File: src/rtl/rx_ctrl_pkg.sv
// rx_ctrl_pkg: state encoding, mode codes and timing constants shared by the rx sync controller
package rx_ctrl_pkg;
  typedef enum logic [5:0] {
    S_IDLE  = 6'b000001,
    S_SD    = 6'b000010,
    S_PD    = 6'b000100,
    S_BD    = 6'b001000,
    S_RUN   = 6'b010000,
    S_FLUSH = 6'b100000
  } state_t;
  localparam logic [3:0] MODE_BPSK = 4'b0001;
  localparam logic [3:0] MODE_QPSK = 4'b0010;
  localparam logic [3:0] MODE_MIX  = 4'b0100;
  localparam int SD_DEBOUNCE   = 4;
  localparam int FLUSH_CC      = 2;
  localparam int BD_WINDOW_MAX = 30;
  function automatic logic [3:0] mode_fix(input logic [3:0] m);
    return (m == MODE_BPSK || m == MODE_QPSK || m == MODE_MIX) ? m : MODE_BPSK;
  endfunction
endpackage

File: src/rtl/rx_timeout_cnt.sv
// rx_timeout_cnt: per-state dwell counter; expire is high on the cycle where count reaches limit-1 (limit 0 disables)
module rx_timeout_cnt #(
  parameter int W = 16
) (
  input  logic         clk,
  input  logic         rst,
  input  logic         clr,
  input  logic         en,
  input  logic [W-1:0] limit,
  output logic         expire
);
  logic [W-1:0] cnt;
  always_ff @(posedge clk)
    cnt <= (!rst || clr) ? '0 : en ? cnt + 1'b1 : cnt;
  assign expire = en && limit != '0 && cnt == limit - 1'b1;
endmodule

File: src/rtl/rx_sync_ctrl.sv
// rx_sync_ctrl: receiver acquisition sequencer (signal, phase, boundary detect) with frame run/flush control
// FRAME_CNT_INIT presets the frame counter at reset as a bring-up aid; leave it 0 in normal use.
module rx_sync_ctrl
  import rx_ctrl_pkg::*;
#(
  parameter int          MAX_WINDOW_WIDTH = 8,
  parameter int          TIMEOUT_WIDTH    = 16,
  parameter logic [15:0] FRAME_CNT_INIT   = 16'h0000
) (
  input  logic                        clk,
  input  logic                        rst,
  input  logic                        cfg_en,
  input  logic [3:0]                  cfg_mode,
  input  logic [MAX_WINDOW_WIDTH-1:0] cfg_bd_window,
  input  logic [TIMEOUT_WIDTH-1:0]    cfg_pd_timeout,
  input  logic [TIMEOUT_WIDTH-1:0]    cfg_bd_timeout,
  input  logic                        energy_det,
  input  logic                        pll_locked,
  input  logic                        corr_peak,
  input  logic                        corr_sgn,
  input  logic                        disassert_BD,
  input  logic                        disassert_PD,
  output logic [MAX_WINDOW_WIDTH-1:0] RX_BD_WINDOW,
  output logic [3:0]                  MODE_CTRL,
  output logic                        SD_flag,
  output logic                        PD_flag,
  output logic                        BD_flag,
  output logic                        BD_sgn,
  output logic                        busy,
  output logic                        err_timeout,
  output logic [15:0]                 frame_cnt
);
  state_t st, nx;
  logic [2:0] deb;
  logic [1:0] fc;
  logic expire, to_err;
  logic [TIMEOUT_WIDTH-1:0] limit;
  assign limit = st == S_PD ? cfg_pd_timeout : cfg_bd_timeout;
  rx_timeout_cnt #(.W(TIMEOUT_WIDTH)) u_timeout (
    .clk    (clk),
    .rst    (rst),
    .clr    (nx != st),
    .en     (st == S_PD || st == S_BD),
    .limit  (limit),
    .expire (expire)
  );
  // a timeout only counts as an error when it is what actually moves the state
  always_comb begin
    nx = st;
    to_err = 1'b0;
    case (st)
      S_IDLE: nx = cfg_en ? S_SD : S_IDLE;
      S_SD: nx = !cfg_en ? S_IDLE : (energy_det && deb == 3'(SD_DEBOUNCE - 1)) ? S_PD : S_SD;
      S_PD: begin
        nx = !cfg_en ? S_IDLE : !energy_det ? S_SD : pll_locked ? S_BD : expire ? S_SD : S_PD;
        to_err = cfg_en && energy_det && !pll_locked && expire;
      end
      S_BD: begin
        nx = !cfg_en ? S_IDLE : corr_peak ? S_RUN : expire ? S_SD : S_BD;
        to_err = cfg_en && !corr_peak && expire;
      end
      S_RUN: nx = (disassert_BD || disassert_PD) ? S_FLUSH : S_RUN;
      S_FLUSH: nx = fc != 2'(FLUSH_CC - 1) ? S_FLUSH : !cfg_en ? S_IDLE :
                    (energy_det && pll_locked) ? S_BD : S_SD;
      default: nx = S_IDLE;
    endcase
  end
  always_ff @(posedge clk) begin
    if (!rst) begin
      st <= S_IDLE;
      deb <= '0;
      fc <= '0;
      SD_flag <= 1'b0;
      PD_flag <= 1'b0;
      BD_flag <= 1'b0;
      BD_sgn <= 1'b0;
      busy <= 1'b0;
      err_timeout <= 1'b0;
      MODE_CTRL <= MODE_BPSK;
      RX_BD_WINDOW <= MAX_WINDOW_WIDTH'(1);
      frame_cnt <= FRAME_CNT_INIT;
    end else begin
      st <= nx;
      deb <= (st == S_SD && nx == S_SD && energy_det) ? deb + 3'd1 : '0;
      fc <= (st == S_FLUSH && nx == S_FLUSH) ? fc + 2'd1 : '0;
      SD_flag <= nx inside {S_PD, S_BD, S_RUN};
      PD_flag <= nx inside {S_BD, S_RUN};
      BD_flag <= nx == S_RUN && st != S_RUN;
      busy <= nx != S_IDLE;
      err_timeout <= to_err;
      if (st == S_BD && nx == S_RUN)
        BD_sgn <= corr_sgn;
      if (st == S_RUN && nx == S_FLUSH && frame_cnt != 16'hFFFF)
        frame_cnt <= frame_cnt + 16'd1;
      if (st == S_IDLE && nx == S_SD) begin
        MODE_CTRL <= mode_fix(cfg_mode);
        RX_BD_WINDOW <= cfg_bd_window == '0 ? MAX_WINDOW_WIDTH'(1) :
                        cfg_bd_window > MAX_WINDOW_WIDTH'(BD_WINDOW_MAX) ? MAX_WINDOW_WIDTH'(BD_WINDOW_MAX) :
                        cfg_bd_window;
      end
    end
  end
endmodule
File: config.mk
export PLATFORM = sky130hd
export DESIGN_NAME = rx_sync_ctrl
export DESIGN_NICKNAME = d
export VERILOG_FILES = /design/src/rtl/rx_ctrl_pkg.sv /design/src/rtl/rx_timeout_cnt.sv /design/src/rtl/rx_sync_ctrl.sv
export SDC_FILE = /design/constraint.sdc
export NUM_CORES = 1
export LEC_CHECK = 0
export CAP_MARGIN = 20
export CORE_ASPECT_RATIO = 0.7
export CORE_MARGIN = 2
export CORE_UTILIZATION = 48
export CTS_CLUSTER_SIZE = 10
export DETAILED_ROUTE_END_ITERATION = 6
export MAX_ROUTING_LAYER = met4
export PLACE_DENSITY = 0.87
export RECOVER_POWER = 25
export SYNTH_ARGS = -nofsm -noshare
export SYNTH_HDL_FRONTEND = slang
export SYNTH_SLANG_ARGS = --single-unit
File: constraint.sdc
create_clock -name clk -period 4.4 [get_ports clk]
set_input_delay 0.88 -clock clk [delete_from_list [all_inputs] [get_ports clk]]
set_output_delay 0.88 -clock clk [all_outputs]
set_load 0.01 [all_outputs]
Word-level counts from Yosys, hierarchy flattened

Index checks and enable logic that the tools add are counted.

Bits of input ports: 53
Memories kept: 0
Memory bits (read-only): 0
Register bits: 61
Output and inout port bits: 34
Bits in latches: 0
Memory bits (writable): 0

$mul: 0
Eq/ne operators: 21
$lt $le $gt $ge: 1
Shift operators: 0
Bitwise gates (word level): 0
$add $sub $neg: 5
Muxes and demuxes: 20
Reduce and logical (&&, ||, !) cells: 31
Divide/modulo/power cells: 0

Operators with widths:

| cell                                                          | number |
|---|---|
| one-hot mux 6 bit (6 select lines)                            | 1 |
| adder 16 x 1 -> 16 bit, second input constant                 | 2 |
| two-way mux 4 bit                                             | 7 |
| logical AND 1 bit                                             | 17 |
| equality test 16 bit                                          | 1 |
| two-way mux 16 bit                                            | 1 |
| two-way mux 8 bit                                             | 2 |
| inequality test 16 bit, second input constant                 | 1 |
| nonzero test 16 bit                                           | 1 |
| subtractor 16 x 1 -> 16 bit, second input constant            | 1 |
| equality test 6 x 2 -> 1 bit, second input constant           | 2 |
| equality test 6 x 3 -> 1 bit, second input constant           | 2 |
| equality test 6 x 4 -> 1 bit, second input constant           | 2 |
| equality test 6 x 5 -> 1 bit, second input constant           | 2 |
| equality test 6 bit, second input constant                    | 2 |
| two-way mux 6 bit                                             | 2 |
| two-way mux 5 bit                                             | 2 |
| two-way mux 3 bit                                             | 3 |
| greater-than comparator 8 x 5 -> 1 bit, second input constant | 1 |
| zero test 8 bit                                               | 1 |
| equality test 6 x 1 -> 1 bit, second input constant           | 1 |
| inequality test 6 x 1 -> 1 bit, second input constant         | 1 |
| inequality test 6 x 5 -> 1 bit, second input constant         | 1 |
| inequality test 6 bit                                         | 1 |
| other kinds (14)                                              | 21 |

Logic depth before layout (Yosys ltp)

Gate-level depths: netlist of the first run.

Depth after elaboration: 14
Gate-level depth with buffers: 18
Depth with buffers taken out: 13

Cells and area by module

From an unflattened synthesis of the first run, not the netlist that was laid out.

Cells, all modules: 440
Area total of the unflattened synthesis: 3672.3 sq um

Modules (own cells, without submodules):

| module         | area an instance (sq um) | times used | cells each |
|---|---|---|---|
| rx_sync_ctrl   | 2388.5                   | 1          | 278 |
| rx_timeout_cnt | 1283.7                   | 1          | 162 |

Worst setup path before layout of the first run

Ideal clock, no wire load.

Path kind: register -> register
From: reg st[0]
To: reg u_timeout.cnt[13]
Stages on the path, launching flop included: 18
Path slack: 0.691 ns
Buffers on the path: 5
Required time: 4.337 ns
Period minus slack after synthesis: 3.709 ns
Library setup time: 0.063 ns
Arrival time: 3.646 ns
Cell sequence: dfxtp_1 -> buf_4 -> or4_1 -> buf_2 -> nor2_4 -> buf_4 -> mux2i_1 -> ha_1 -> inv_1 -> a221oi_2 -> xnor3_1 -> nand3_1 -> nor4_1 -> and3_1 -> or3_1 -> buf_2 -> buf_8 -> nor2_4

Longest elaborated chain between the ends: 12
Elaborated cells on any way between the ends: 23
Classes of those cells: 1 x add/sub; 8 x eq/ne; 9 x mux; 5 x reduce/logical

RTL lines:

| item                                                               | RTL line                                                   | source |
|---|---|---|
| from (decl)                                                        | rx_sync_ctrl.sv:33                                         | `state_t st, nx;` |
| from (signal assigned)                                             | rx_sync_ctrl.sv:83                                         | `st <= nx;` |
| equality test 6 x 3 -> 1 bit                                       | rx_sync_ctrl.sv:38, rx_sync_ctrl.sv:43, rx_sync_ctrl.sv:51 |  |
| two-way mux 16 bit                                                 | rx_sync_ctrl.sv:38                                         | `assign limit = st == S_PD ? cfg_pd_timeout : cfg_bd_timeout;` |
| subtractor 16 x 1 -> 16 bit or nonzero test 16 bit (tied branches) | rx_timeout_cnt.sv:15                                       | `assign expire = en && limit != '0 && cnt == limit - 1'b1;` |
| equality test 16 bit or logical AND 1 bit (tied branches)          | rx_timeout_cnt.sv:15                                       |  |
| logical AND 1 bit                                                  | rx_timeout_cnt.sv:15                                       |  |
| two-way mux 3 bit                                                  | rx_sync_ctrl.sv:55                                         | `nx = !cfg_en ? S_IDLE : !energy_det ? S_SD : pll_locked ? S_BD : expire ? S_SD : S_PD;` |
| two-way mux 4 bit (3 in series)                                    | rx_sync_ctrl.sv:55                                         |  |
| one-hot mux 6 bit (6 select lines)                                 | rx_sync_ctrl.sv:51                                         | `case (st)` |
| inequality test 6 bit                                              | rx_sync_ctrl.sv:42                                         | `.clr (nx != st),` |
| logical OR 1 bit                                                   | rx_timeout_cnt.sv:14                                       | `cnt <= (!rst \|\| clr) ? '0 : en ? cnt + 1'b1 : cnt;` |
| to (signal assigned)                                               | rx_timeout_cnt.sv:14                                       |  |
| to (decl)                                                          | rx_timeout_cnt.sv:12                                       | `logic [W-1:0] cnt;` |

Parallel ways exist; a longest one is shown, timed or not.
A chain may end at the register's enable or synchronous reset.

Worst setup path in the final report of the first run

From: reg st[0]
To: reg u_timeout.cnt[0]

Same word-level chain as after synthesis.

==> results of run 1 <==
cell usage in the layout (no fill, tap or decap), types with 12 or more instances in the layout:
| cell | Yosys | layout |
|---|---|---|
| nor4_1 | 14 | 15 |
| dfxtp_1 | 61 | 61 |
| xnor2_1 | 29 | 29 |
| and2_1 | 26 | 26 |
| clkdlybuf4s50_1 | 0 | 74 |
| nand4_1 | 12 | 12 |
| nand2_1 | 33 | 33 |
| dlygate4sd3_1 | 0 | 12 |
| nor2_1 | 23 | 23 |
| xor2_1 | 14 | 14 |
| and3_1 | 13 | 13 |
| nand3_1 | 25 | 25 |
| mux2i_1 | 12 | 12 |
sequential cells by signal (all words and copies together), names as in the netlist:
register       cells
busy               1
BD_sgn             1
RX_BD_WINDOW       8
MODE_CTRL          4
frame_cnt         16
fc                 2
SD_flag            1
BD_flag            1
deb                3
u_timeout.cnt     16
PD_flag            1
err_timeout        1
st                 6
cells by family (layout without fill, tap and decap cells):
logic type,after synthesis,in the layout,share of synthesized area [%]
fa+ha+maj,6,6,1.85
flops,61,61,30.1
mux,13,13,3.24
xor+xnor,45,45,10.4
simple gates,229,229,35.1
buf+inv,35,125,4.17
compound gates,84,84,15.2
final timing paths:
| check | slack (ns) | end | startpoint |
|---|---|---|---|
| min | 0.44 | fc[0] | fc[0] |
| max | 0.50 | u_timeout.cnt[0] | st[0] |
| max reg2reg | 0.50 | u_timeout.cnt[0] | st[0] |
| min reg2reg | 0.44 | fc[0] | fc[0] |
layer usage:
metal | global-route usage, % | vias to the layer above
li1 | - | 1928
met1 | 36.4 | 1939
met2 | 42.9 | 180
met3 | 4.48 | 27
met4 | 6.46 | 0
met5 | - | -
final cells by class:
type                            instances  area share [%]
Clock buffer                            9            4.23
Clock inverter                          7            1.97
Inverter                               11           0.775
Multi-Input combinational cell        377            49.9
Sequential cell                        61            22.9
Tap cell                              105            2.46
Timing Repair Buffer                   98            17.8
power breakdown:
group / total (W) / leakage [nW] / switching, W / internal (W)
registers: 0.000603 / 0.494 / 0.0000261 / 0.000577
clock network: 0.000774 / 0.159 / 0.000269 / 0.000505
logic: 0.000378 / 1.21 / 0.000219 / 0.000160
Yosys cell counts, drive strengths merged (3+ instances only):
master	count	area, µm²
xnor2	29	254
a21oi	10	50.1
nor4	17	134
a211oi	4	30.0
ha	6	75.1
nor4b	3	32.5
a31oi	6	37.5
o211ai	8	65.1
o21ai	16	80.1
mux2i	12	120
buf	12	81.3
nor2	34	205
nor2b	10	62.6
nand3b	3	22.5
and3	13	81.3
clkbuf	12	46.3
and2	26	163
inv	11	41.3
or3	5	36.3
nor3	10	50.1
dfxtp	61	1220
and4	11	96.3
nand3	25	125
nand4	12	75.1
nand2	35	136
o31ai	4	35.0
a221oi	6	65.1
o22ai	7	43.8
a21boi	3	22.5
o311a	4	40.0
xor2	14	123
nand4b	6	52.6
nand2b	8	50.1
or4	4	30.0
per-stage QoR:
step | cells | cell area (µm²) | utilization (%)
after floorplan | 473 | 4060 | -
after global placement | 652 | 5010 | 60.1
after detailed placement | 652 | 5010 | 60.1
after CTS | 668 | 5340 | 64.0
after global routing | 668 | 5330 | 63.9
final | 668 | 5330 | 63.9
==> flow_summary.ini, run 1 <==
[routing]
route.detailed.drc = 0
wl_met2_um = 5410
vias = 4074
drt_iter0_markers = 454
top_layer_used = met4
avgViaCountPerCell = 6.10
dr_wl_met3_um = 998
totalWireLength_um = 12000
wl_per_cell_um = 18.0
drt_pass1_iterations = 5
wirelength_met1_um = 5390
ant_nets = 0

[run]
max_cap_violations = 0

[synth]
synth_edf_count = 0
yosysSeqAreaShare_pct = 30.1
postSynthAreaPerCell_um2 = 8.57
syn_area_um2 = 4060
synth_fp_nets = 532
synth_flop_cell = dfxtp_1
syn_inst = 473
synth.ff_latch_count = 61
synth.distinct_cells = 69
async_flop_share_pct = 0
yosysWarnings = 0

[final_layout]
fin_nets = 617
final-seq-area_um2 = 1220
diodes = 0
fillers = 704
drive_gt1_share_pct = 9.24
synthToLayoutAreaGrowth_pct = 31.4
multi_input_area_um2 = 2660

[grt]
grt_pass1_vias = 3711
grtUsageTotal_pct = 27.0
grt_max_degree = 43
antenna_found_initial = 0
grt_pass1_wl_um = 19000
grt_overflow_total = 0

[floorplan]
row_count = 28
io_pins = 87
core_um2 = 8340
die_x_um = 114
initial_core_util_pct = 48.6
dieArea_um2 = 9210
die_h_um = 80.9

[clock_network]
cts.clk_slew.worst_paths_ns = 0.06
clockBufferDepth = 2
cts.sinks = 61
clock_latency_ns = 0.33
cts.htree.levels = 3
cts_tree = yes
root_buffer = clkbuf_16
hold_buffers = 0
cts_made_buffers = 9
cts_setup_buffers = 0
ctsResizeCount = 0

[sta]
fin_crit_ns = 3.90
worst_pin_slew_ns = 0.801
skew_ns = 0.00495
rsz0062_at_grt = no
period_share_pct = 88.6
slew_headroom_pct = 46.6
slew_violations = 0
clock.fmax_mhz = 256
finalSetupViolations = 0
setup_tns_ns = 0
whs_ns = 0.437
timing.final.ws_setup_ns = 0.500
hold_viol = 0

[setup_path]
crit_type = flip-flop to flip-flop
reg2regPathDepth = 15
slowest_delay_ns = 0.65
cp_num_buf_inv = 2
crit_fanout = 16
start_kind = flip-flop
cpMaxStageDelayCell = or4_1
path_cells = or4_1 > nor2_4 > buf_4 > mux2i_1 > ha_1 > xor2_1 > nand3_1 > nor2_1 > o311ai_0 > nand4b_1 > nor4_1 > and3_1 > or3_1 > buf_4 > nor2_1
cp.depth = 15
cp.required_ns = 4.61
arrival_ns = 4.11
cp_top_family = simple AND/OR/NAND/NOR gates
critPathCaptureType = flip-flop

[power]
powerDensity_nw_per_um2 = 329
vdd_drop_max_v = 0.000310
leakage_nw = 1.86
total_power_w = 0.00176

[worst_hold_path]
min_path_cells = 1
hold_path.class = flip-flop to flip-flop

[placed_design]
pre_cts_slack_ns = 0.300
portBuffers = 86
gp_congestion = 1.01
hpwlAfterDp_um = 9090

[status]
outcome = complete, no violations
Note: power is estimated with default switching activity, not from simulation.
==> run 2: changes to the inputs <==
--- a/config.mk
+++ b/config.mk
@@ -19 +19,2 @@
 export SYNTH_SLANG_ARGS = --single-unit
+export TNS_END_PERCENT = 5
--- a/constraint.sdc
+++ b/constraint.sdc
@@ -3,2 +3,2 @@
 set_output_delay 0.88 -clock clk [all_outputs]
-set_load 0.01 [all_outputs]
+set_load 0.1 [all_outputs]
==> run 2 against run 1 <==
Effect of this change: first-iteration DRC count fell by 7.9%; final cell count unchanged; via count decreased by 0.37%; global-route usage unchanged; sequential share of layout area about the same; power rose by 6.1%; worst setup slack improved by 0.0047 ns; final area about the same; clock power about the same; critical path depth stayed put; sequential power about the same; highest routed layer unchanged.
==> flow_summary.ini, run 2 (synthesis gave the netlist of run 1 again) <==
[routing]
drt_pass1_iterations = 6
totalWireLength_um = 12000
ant_nets = 0
vias = 4059
wl_per_cell_um = 17.9
route.detailed.drc = 0
avgViaCountPerCell = 6.08
drt_iter0_markers = 418

[setup_path]
crit_type = flip-flop to flip-flop
cp.required_ns = 4.61
critPathCaptureType = flip-flop
start_kind = flip-flop
crit_fanout = 16
arrival_ns = 4.10

[sta]
setup_tns_ns = 0
slew_headroom_pct = 32.3
fin_crit_ns = 3.90
slew_violations = 0
period_share_pct = 88.5
rsz0062_at_grt = no
clock.fmax_mhz = 257
worst_pin_slew_ns = 1.01
skew_ns = 0.00509
finalSetupViolations = 0
hold_viol = 0

[final_layout]
fillers = 705
diodes = 0
drive_gt1_share_pct = 9.06
layout_commonest_cell = clkdlybuf4s50_1
synthToLayoutAreaGrowth_pct = 31.3
most-common-layout-cells = clkdlybuf4s50_1, dfxtp_1, nand2_1
reg.largest.list = frame_cnt x16, u_timeout.cnt x16, RX_BD_WINDOW x8
fin_nets = 617

[status]
outcome = complete, no violations

[placed_design]
hpwlAfterDp_um = 9090
gp_congestion = 1.01
portBuffers = 86

[grt]
antenna_found_initial = 0
grt_pass1_wl_um = 19000
grt_max_degree = 43
grt_overflow_total = 0
grtUsageTotal_pct = 27.0
grt_pass1_vias = 3711

[clock_network]
ctsResizeCount = 0
cts.sinks = 61
cts_setup_buffers = 0
hold_buffers = 0
cts_tree = yes
clock_latency_ns = 0.33
root_buffer = clkbuf_16
cts_made_buffers = 9
cts.clk_slew.worst_paths_ns = 0.06
cts.htree.levels = 3
clockBufferDepth = 2

[power]
total_power_w = 0.00186
leakage_nw = 1.85
vdd_drop_max_v = 0.000315
powerDensity_nw_per_um2 = 350

[floorplan]
io_pins = 87
dieArea_um2 = 9210
die_x_um = 114
die_h_um = 80.9
core_um2 = 8340
row_count = 28
initial_core_util_pct = 48.6

[worst_hold_path]
hold_path.class = flip-flop to flip-flop

[run]
max_cap_violations = 0
## run 2: changes by cell type in the layout (fill, tap and decap cells not counted)
| cell | previous run | this run |
|---|---|---|
| dlygate4sd3_1 | 12 | 7 |
| and2_1 | 26 | 25 |
| and2_0 | 0 | 1 |
| o31ai_2 | 1 | 0 |
| o31ai_1 | 3 | 4 |
| clkdlybuf4s50_1 | 74 | 79 |
## run 2: cell type report
| class | count | area, µm² | share of cell area, % |
|---|---|---|---|
| multi-input combinational | 377 | 2650 | 49.8 |
| sequential | 61 | 1220 | 22.9 |
| timing repair buffer | 98 | 947 | 17.8 |
| clock buffer | 9 | 225 | 4.23 |
| tap | 105 | 131 | 2.47 |
| clock inverter | 7 | 105 | 1.97 |
| inverter | 11 | 41.3 | 0.775 |
## run 2: path summary, 6_finish.rpt
kind                            startpoint               end  slack, ns  depth (start not counted)
worst max register to register       st[0]  u_timeout.cnt[0]       0.50                         15
worst min-delay path                 fc[0]             fc[0]       0.44                          1
worst min register to register       fc[0]             fc[0]       0.44                          1
worst max-delay path                 st[0]  u_timeout.cnt[0]       0.50                         15
## run 2: worst max-delay path, stage by stage, from the launching register on
cell and delay [ns]:
dfxtp_1 0.42, or4_1 0.65, nor2_4 0.21, buf_4 0.22, mux2i_1 0.21, ha_1 0.29, xor2_1 0.25, nand3_1 0.11
nor2_1 0.11, o311ai_0 0.14, nand4b_1 0.21, nor4_1 0.18, and3_1 0.24, or3_1 0.13, buf_4 0.31, nor2_1 0.10
## run 2: routing by layer
layer / vias up / part of all wire [%] / routed length (µm) / global-route usage (%)
li1: 1926 / - / - / -
met1: 1942 / 46 / 5510 / 36.4
met2: 170 / 45 / 5400 / 42.9
met3: 21 / 7.5 / 903 / 4.48
met4: 0 / 1.4 / 168 / 6.46
met5: - / 0 / 0 / -
## run 2: report_power, final
part	total [W]	switching, W	leakage [nW]	internal (W)
Sequential	0.000604	0.0000266	0.494	0.000577
Clock	0.000774	0.000269	0.159	0.000505
Combinational	0.000486	0.000326	1.20	0.000160
## run 2: per-stage QoR
step | util, % | setup WS (ns) | instances | area, µm² | hold slack (ns)
after CTS | 64.0 | 0.531 | 668 | 5340 | 0.442
after floorplan | - | 0.691 | 473 | 4060 | 0.398
after detailed placement | 60.1 | 0.300 | 652 | 5010 | 0.435
after global placement | 60.1 | 0.453 | 652 | 5010 | 0.407
final | 63.9 | 0.505 | 668 | 5330 | 0.438
after global routing | 63.9 | 0.268 | 668 | 5330 | 0.465
